===== config.mk =====
export PLATFORM = sky130hd
export DESIGN_NAME = port_uart_tx
export DESIGN_NICKNAME = d
export VERILOG_FILES = /design/src/rtl/port_uart_pkg.sv /design/src/rtl/port_uart_tx_fifo.sv /design/src/rtl/port_uart_tx.sv
export SDC_FILE = /design/constraint.sdc
export NUM_CORES = 1
export LEC_CHECK = 0
export CAP_MARGIN = 20
export CORE_MARGIN = 1
export CORE_UTILIZATION = 53
export CTS_CLUSTER_DIAMETER = 80
export DETAILED_ROUTE_END_ITERATION = 6
export PLACE_DENSITY = 0.77
export RECOVER_POWER = 50
export REMOVE_ABC_BUFFERS = 1
export SYNTH_ARGS = -nofsm -noshare
export SYNTH_HDL_FRONTEND = slang
export SYNTH_SLANG_ARGS = --single-unit

===== constraint.sdc =====
create_clock -name clk -period 2.94 [get_ports clk]
set_input_delay 0.588 -clock clk [delete_from_list [all_inputs] [get_ports clk]]
set_output_delay 0.588 -clock clk [all_outputs]
set_load 0.01 [all_outputs]

===== src/rtl/port_uart_pkg.sv =====
// port_uart_pkg
// Shared types and bit positions for the port_uart_tx serial transmit stage.
//   tx_state_t   : transmitter FSM states
//   ST_*         : bit positions inside the 32-bit port_in status word
//   PO_*         : bit positions inside the 32-bit port_out command word
package port_uart_pkg;

   typedef enum logic [1:0] {
      IDLE  = 2'd0,
      START = 2'd1,
      DATA  = 2'd2,
      STOP  = 2'd3
   } tx_state_t;

   localparam int ST_ACK       = 0;
   localparam int ST_FULL      = 1;
   localparam int ST_EMPTY     = 2;
   localparam int ST_BUSY      = 3;
   localparam int ST_COUNT_LSB = 4;

   localparam int PO_REQ      = 8;
   localparam int PO_DATA_MSB = 7;

endpackage


===== src/rtl/port_uart_tx_fifo.sv =====
// byte_fifo
// Small byte FIFO with power-of-two depth and a combinational head output.
//   clk, rst     : clock, asynchronous active-low reset
//   push, din    : write din when not full
//   pop, dout    : dout always shows the head entry; pop discards it when not empty
//   full, empty  : occupancy flags derived from the registered count
//   count        : number of stored bytes (0..FIFO_DEPTH)
module byte_fifo #(
   parameter int FIFO_DEPTH = 4
) (
   input  logic                          clk,
   input  logic                          rst,
   input  logic                          push,
   input  logic                          pop,
   input  logic [7:0]                    din,
   output logic [7:0]                    dout,
   output logic                          full,
   output logic                          empty,
   output logic [$clog2(FIFO_DEPTH):0]   count
);

   localparam int AW = $clog2(FIFO_DEPTH);
   localparam int CW = AW + 1;

   logic [7:0]    mem [FIFO_DEPTH];
   logic [AW-1:0] wr_ptr;
   logic [AW-1:0] rd_ptr;
   logic          push_ok;
   logic          pop_ok;

   assign full    = (count == CW'(FIFO_DEPTH));
   assign empty   = (count == '0);
   assign push_ok = push && !full;
   assign pop_ok  = pop && !empty;
   assign dout    = mem[rd_ptr];

   // Pointers wrap naturally because the depth is a power of two.
   always_ff @(posedge clk or negedge rst) begin
      if (!rst) begin
         wr_ptr <= '0;
         rd_ptr <= '0;
         count  <= '0;
      end else begin
         if (push_ok) wr_ptr <= wr_ptr + 1'b1;
         if (pop_ok)  rd_ptr <= rd_ptr + 1'b1;
         if (push_ok && !pop_ok)      count <= count + 1'b1;
         else if (pop_ok && !push_ok) count <= count - 1'b1;
      end
   end

   // Storage needs no reset: the cleared pointers make old contents unreachable.
   always_ff @(posedge clk) begin
      if (push_ok) mem[wr_ptr] <= din;
   end

endmodule


===== src/rtl/port_uart_tx.sv =====
// port_uart_tx
// Serial 8N1 transmitter fed by the CPU core's output port through a toggle
// request/acknowledge handshake, with a byte FIFO in between.
//   clk       : system clock shared with the core
//   rst       : asynchronous active-low reset
//   port_out  : [7:0] data byte, [8] request toggle, rest ignored
//   port_in   : [0] ack toggle, [1] full, [2] empty, [3] busy, [7:4] count, rest zero
//   txd       : registered serial output, idle high
module port_uart_tx
   import port_uart_pkg::*;
#(
   parameter int CLK_DIV    = 16,
   parameter int FIFO_DEPTH = 4
) (
   input  logic        clk,
   input  logic        rst,
   input  logic [31:0] port_out,
   output logic [31:0] port_in,
   output logic        txd
);

   localparam int          CW          = $clog2(FIFO_DEPTH) + 1;
   localparam logic [15:0] BAUD_RELOAD = 16'(CLK_DIV - 1);

   logic          armed;
   logic          req_prev;
   logic          ack;
   logic          req_bit;
   logic          push;
   logic          pop;
   logic          full;
   logic          empty;
   logic [7:0]    fifo_dout;
   logic [CW-1:0] fifo_count;
   logic [3:0]    count_field;
   logic          unused_port_bits;

   tx_state_t     state;
   tx_state_t     state_next;
   logic [15:0]   baud_cnt;
   logic [15:0]   baud_next;
   logic [2:0]    bit_idx;
   logic [2:0]    bit_next;
   logic [7:0]    shift_q;
   logic [7:0]    shift_next;
   logic          txd_q;
   logic          txd_next;

   assign req_bit          = port_out[PO_REQ];
   assign unused_port_bits = ^port_out[31:9];

   // Full is the registered flag, so a pop on the same edge never frees a slot early.
   assign push = armed && (req_bit != req_prev) && !full;

   byte_fifo #(
      .FIFO_DEPTH (FIFO_DEPTH)
   ) u_fifo (
      .clk   (clk),
      .rst   (rst),
      .push  (push),
      .pop   (pop),
      .din   (port_out[PO_DATA_MSB:0]),
      .dout  (fifo_dout),
      .full  (full),
      .empty (empty),
      .count (fifo_count)
   );

   // The first edge after reset adopts whatever request level the core's port
   // register already holds, so a stale toggle is never taken as a new byte.
   always_ff @(posedge clk or negedge rst) begin
      if (!rst) begin
         armed    <= 1'b0;
         req_prev <= 1'b0;
         ack      <= 1'b0;
      end else if (!armed) begin
         armed    <= 1'b1;
         req_prev <= req_bit;
         ack      <= req_bit;
      end else if (push) begin
         req_prev <= req_bit;
         ack      <= req_bit;
      end
   end

   // Transmitter state register; txd is registered so it cannot glitch.
   always_ff @(posedge clk or negedge rst) begin
      if (!rst) begin
         state    <= IDLE;
         baud_cnt <= '0;
         bit_idx  <= '0;
         shift_q  <= '0;
         txd_q    <= 1'b1;
      end else begin
         state    <= state_next;
         baud_cnt <= baud_next;
         bit_idx  <= bit_next;
         shift_q  <= shift_next;
         txd_q    <= txd_next;
      end
   end

   // Next-state logic. txd_next is the level for the cycle after this edge, so
   // each transition also selects the first bit of the state being entered.
   always_comb begin
      state_next = state;
      baud_next  = baud_cnt;
      bit_next   = bit_idx;
      shift_next = shift_q;
      txd_next   = txd_q;
      pop        = 1'b0;
      case (state)
         IDLE: begin
            txd_next = 1'b1;
            if (!empty) begin
               pop        = 1'b1;
               shift_next = fifo_dout;
               bit_next   = '0;
               baud_next  = BAUD_RELOAD;
               txd_next   = 1'b0;
               state_next = START;
            end
         end
         START: begin
            if (baud_cnt == '0) begin
               baud_next  = BAUD_RELOAD;
               txd_next   = shift_q[0];
               state_next = DATA;
            end else begin
               baud_next = baud_cnt - 1'b1;
            end
         end
         DATA: begin
            if (baud_cnt == '0) begin
               baud_next = BAUD_RELOAD;
               if (bit_idx == 3'd7) begin
                  txd_next   = 1'b1;
                  state_next = STOP;
               end else begin
                  shift_next = shift_q >> 1;
                  bit_next   = bit_idx + 1'b1;
                  txd_next   = shift_q[1];
               end
            end else begin
               baud_next = baud_cnt - 1'b1;
            end
         end
         STOP: begin
            if (baud_cnt == '0) begin
               // A waiting byte starts immediately so frames run back-to-back.
               if (!empty) begin
                  pop        = 1'b1;
                  shift_next = fifo_dout;
                  bit_next   = '0;
                  baud_next  = BAUD_RELOAD;
                  txd_next   = 1'b0;
                  state_next = START;
               end else begin
                  txd_next   = 1'b1;
                  state_next = IDLE;
               end
            end else begin
               baud_next = baud_cnt - 1'b1;
            end
         end
         default: begin
            txd_next   = 1'b1;
            state_next = IDLE;
         end
      endcase
   end

   assign txd = txd_q;

   // A full 16-entry FIFO truncates to 0 here; software uses the full flag instead.
   assign count_field = 4'(fifo_count);

   // Status is built from registered state only, never from port_out.
   always_comb begin
      port_in                       = '0;
      port_in[ST_ACK]               = ack;
      port_in[ST_FULL]              = full;
      port_in[ST_EMPTY]             = empty;
      port_in[ST_BUSY]              = (state != IDLE);
      port_in[ST_COUNT_LSB +: 4]    = count_field;
   end

endmodule


== Word-level counts from Yosys, hierarchy flattened ==
Memories as Yosys holds them, arrays and structs flattened.
Cells that the tools add are included.
Word-level totals
  bits in registers: 39
  memories: 1
  output and inout port bits: 33
  memory bits (writable): 32
  input port bits: 34
Memories
  u_fifo.mem: depth 4, bits a word 8, read ports 1, clocked after memory_dff 0, wr ports 1, line port_uart_tx_fifo.sv:25  | logic [7:0] mem [FIFO_DEPTH];
Cells by class
  equality and inequality tests: 13
  $add $sub $neg: 6
  reduce and logical (&&, ||, !) cells: 20
  muxes and demuxes: 36
Operator list (number)
  16-bit two-way mux: 3
  16-bit one-hot mux with 3 select lines: 1
  8-bit two-way mux: 4
  8-bit one-hot mux with 3 select lines: 1
  3-bit two-way mux: 6
  16-bit zero test: 1
  16-bit by 1-bit subtractor with 16-bit output (second input constant): 1
  1-bit two-way mux: 12
  2-bit inequality test (second input constant): 6
  2-bit two-way mux: 5
  3-bit one-hot mux with 3 select lines: 1
  2-bit one-hot mux with 4 select lines: 1
  3-bit by 1-bit adder with 3-bit output (second input constant): 2
  3-bit == test (second input constant): 2
  1-bit logical AND: 6
  5-bit AND reduction: 1
  2-bit by 1-bit adder with 2-bit output (second input constant): 2
  2-bit == test (second input constant): 2
  1-bit zero test: 4
  1-bit one-hot mux with 4 select lines: 1
  4-bit AND reduction: 1
  2-bit nonzero test: 2
  3-bit zero test: 1
  3-bit AND reduction: 1
  other kinds (8): 8

== Longest topological paths before layout ==
  depth in word-level cells: 8
  mapped depth: 13

== By module ==
A second synthesis with hierarchy kept.
Unflattened totals
  cells, all modules: 298
  area total of the unflattened synthesis: 3752.3 um2
Modules (own cells, without submodules)
  port_uart_tx: cells each 221, area each 2163.3 um2, sequential area each 802.0 um2, instances 1
  byte_fifo: cells each 77, area each 1589.0 um2, sequential area each 1136.1 um2, instances 1

== Worst setup path before layout ==
OpenSTA, ideal clock, no wires.
  kind: reg2reg
  start: register baud_cnt[0]
  end: register u_fifo.count[1]
  arrival time: 2.412 ns
  buffers on the path: 1
  clock period less this slack: 2.537 ns
  library setup time: 0.125 ns
  cell stages (with the launch flop): 12
  path slack: 0.403 ns
  cells stage by stage: dfrtp_1 > inv_1 > ha_1 > nor4b_2 > and4_1 > buf_6 > a21oi_1 > nand2b_1 > ha_1 > inv_1 > fa_1 > mux2_2
Between the ends
  longest elaborated chain between the ends: 7
RTL lines
  start: declaration: line port_uart_tx.sv:40  | logic [15:0] baud_cnt;
  start signal: assignment: line port_uart_tx.sv:96  | baud_cnt <= baud_next;
  16-bit zero test (*): line port_uart_tx.sv:149  | if (baud_cnt == '0) begin
  1-bit two-way mux (*): line port_uart_tx.sv:149
  1-bit one-hot mux with 2 select lines (*): line port_uart_tx.sv:112  | case (state)
  1-bit logical AND (*): line port_uart_tx_fifo.sv:34  | assign pop_ok = pop && !empty;
  1-bit zero test: line port_uart_tx_fifo.sv:46  | if (push_ok && !pop_ok) count <= count + 1'b1;
  1-bit logical AND: line port_uart_tx_fifo.sv:46
  3-bit two-way mux / 2-bit nonzero test (equally long branches)
  end signal: assignment: line port_uart_tx_fifo.sv:46
  end signal: assignment: line port_uart_tx_fifo.sv:47  | else if (pop_ok && !push_ok) count <= count - 1'b1;
  end: declaration: line port_uart_tx_fifo.sv:19  | output logic [$clog2(FIFO_DEPTH):0] count
Every way passes the cells marked *; elsewhere a longest branch is shown, timed or not.
A chain may end at the register's enable or synchronous reset.

== Worst setup path in the final report ==
Ends and elaborated chain as after synthesis.

==> metrics.yaml <==
outcome: "finished with violations"
failed_checks: "capacitance limit, slew limit"
clock-root-buffer: "clkbuf_8"
min_path_cells: 1
reg2reg_depth: 10
hold_class: "register to register"
maxCapViolations: 1
totalNegativeSetupSlack_ns: 0
synth_top_family_by_area: "simple AND/OR/NAND/NOR gates"
grt_pass1_wl_um: 10600
num-nets-final: 383
drt_iter0_drc: 139
drt-pass1-iter-count: 5
syn_area_mm2: 0.00375
syn_to_final_growth_pct: 9.57
grt_overflow: 0
clock_path_buffers: 2
drive_above_1_share_pct: 14.7
clock-sinks: 71
seq_area_mm2: 0.00194
final_common_cell: "dfrtp_1"
r2r-start: "baud_cnt[0]"
cts_inserted_buffers: 9
multi_input_area_mm2: 0.00157
powerDensity_mw_per_mm2: 556
p_leak_nw: 1.76
n_antenna_cell: 0
crit_path_max_fanout: 6
synthArstFlopShare_pct: 54.9
via_per_inst: 5.42
finalMaxSlewViolations: 40
yosys.area_share.adder_pct: 5.20
nFillCells: 572
hold_buffers: 0
ctsResizeCount: 0
endpoint_kind: "register"
synth_cell_types: 58
synth_compound_area_share_pct: 12.1
wirelength_um: 6610
crit_buf_inv: 2
worstPathCellList: "inv_1 -> ha_1 -> nor4b_2 -> and4_1 -> a21oi_1 -> nand2b_1 -> ha_1 -> inv_1 -> fa_1 -> mux2_2"
die_h_um: 86.1
core_mm2: 0.00683
num_vias: 2359
synthSimpleGateAreaFrac_pct: 12.5
finalCritPeriodShare_pct: 94.2
start_util_pct: 54.9
fin_skew_ns: 0.0107
ys_ff_latch: 71
gp_congestion: 0.787
report.final.hold_viol_count: 0
antenna_found_initial: 0
path_class: "register to register"
grt_usage_pct: 19.1
mostFrequentLayoutCells: "dfrtp_1, edfxtp_1, nor2_1, conb_1, a21oi_1"
rrSetupSlack_ns: 0.17
cts_setup_buffers: 0
tritoncts: "done"
synth-xor-area-share_pct: 1.63
clk_pin_slew_worst_paths_ns: 0.08
hpwl_um: 4610
max-slew-margin-rel_pct: -41.1
min_to: "u_fifo.count[2]"
drcViolationCount: 0
period_minus_slack_ns: 2.77
worstReg2RegEnd: "u_fifo.count[1]"
cts_htree_levels: 3
die_area_mm2: 0.00742
setup_viol: 0
worstMarginPinSlew_ns: 2.12
synth_edf_count: 32
ant_nets: 0
ys_seq_area_share_pct: 51.7
grt_max_degree: 40
cp_data_required_time_ns: 3.18
fin_util_pct: 60.2
die_w_um: 86.1
ir_drop_mv: 0.403
worst_ep_arrival_time_ns: 3.00
critPathLaunchType: "register"
syn_area_per_cell_um2: 12.1
ys.flop_type: "dfrtp_1"
max_stage_delay_ns: 0.43
grt_pass1_vias: 2172
rows: 30
rsz0062_at_grt: "false"
crit_path_top_delay_cell: "dfrtp_1"
synthCells: 311
synthMuxAreaShare_pct: 7.87
max_freq_ghz: 0.361
port-buffer-count: 18
min-delay-start: "u_fifo.count[2]"
cp_top_family: "simple AND/OR/NAND/NOR gates"
io_pins: 67
wl_per_cell_um: 15.2
yosys_warnings: 0
clock_latency_ns: 0.35
## Yosys cell counts, types with 5 or more instances
| master | number | area (um2) |
|---|---|---|
| a21o_1 | 5 | 37.5 |
| a21oi_1 | 16 | 80.1 |
| and2_1 | 5 | 31.3 |
| buf_4 | 28 | 210 |
| clkbuf_1 | 5 | 18.8 |
| dfrtp_1 | 38 | 951 |
| edfxtp_1 | 32 | 961 |
| ha_1 | 14 | 175 |
| inv_1 | 13 | 48.8 |
| mux2i_1 | 7 | 70.1 |
| mux4_2 | 8 | 180 |
| nand2_1 | 14 | 52.6 |
| nor2_1 | 26 | 97.6 |
| nor3_1 | 6 | 30.0 |
| o21ai_0 | 10 | 50.1 |
## area by class of cell
| cell class | count | share of cell area (%) |
|---|---|---|
| Timing Repair Buffer | 27 | 5.78 |
| Clock buffer | 9 | 3.01 |
| Inverter | 14 | 1.28 |
| Multi-Input combinational cell | 211 | 38.3 |
| Tap cell | 96 | 2.92 |
| Clock inverter | 7 | 1.58 |
| Sequential cell | 71 | 47.2 |
## how the worst max path moves through the flow
stage | endpoint | start | cells past startpoint | slack (ns)
global route | u_fifo.count[2] | baud_cnt[0] | 12 | 0.01
finish | u_fifo.count[1] | baud_cnt[0] | 10 | 0.17
global placement | u_fifo.count[1] | baud_cnt[0] | 10 | 0.27
floorplan | u_fifo.count[1] | baud_cnt[0] | 10 | 0.40
detailed placement | u_fifo.count[1] | baud_cnt[0] | 10 | 0.19
CTS | u_fifo.count[1] | baud_cnt[0] | 10 | 0.17
## power by group
group / leakage, nW / switching, mW / total (mW) / internal, mW
sequential: 0.766 / 0.0546 / 1.19 / 1.13
combinational: 0.896 / 0.195 / 0.360 / 0.165
clock: 0.0943 / 0.412 / 0.738 / 0.326
total: 1.76 / 0.662 / 2.28 / 1.62
## routing by layer
layer  share of wire (%)  global-route usage [%]  up-vias
met3                 3.8                    4.43        9
met2                  46                    28.9       77
met4                 1.4                    9.55        0
met5                   0                       0        -
li1                    -                       -     1124
met1                  48                    26.0     1149
## kinds of logic after synthesis
family,count (synthesis)
other cells,2
simple gates,81
mux,19
xor+xnor,7
buf+inv,53
compound gates,63
flops,71
fa+ha+maj,15
## state kept, by name, summed over array words and instances, names as in the netlist
| register | flops |
|---|---|
| shift_q | 8 |
| u_fifo.rd_ptr | 2 |
| state | 2 |
| u_fifo.wr_ptr | 2 |
| baud_cnt | 16 |
| ack | 1 |
| bit_idx | 3 |
| u_fifo.mem | 32 |
| armed | 1 |
| u_fifo.count | 3 |
| txd | 1 |
## stage by stage
stage               hold WS, ns  setup WS [ns]  std cells  cell area, um2  power [mW]
global placement          0.507          0.273        419            3930        1.56
global route              0.559         0.0129        435            4110        2.39
detailed placement        0.519          0.193        419            3930        1.58
finish                    0.531          0.171        435            4110        2.29
floorplan                 0.292          0.397        296            3560        1.40
CTS                       0.381          0.173        435            4120        2.31
Power figures use the tool's default switching activity.
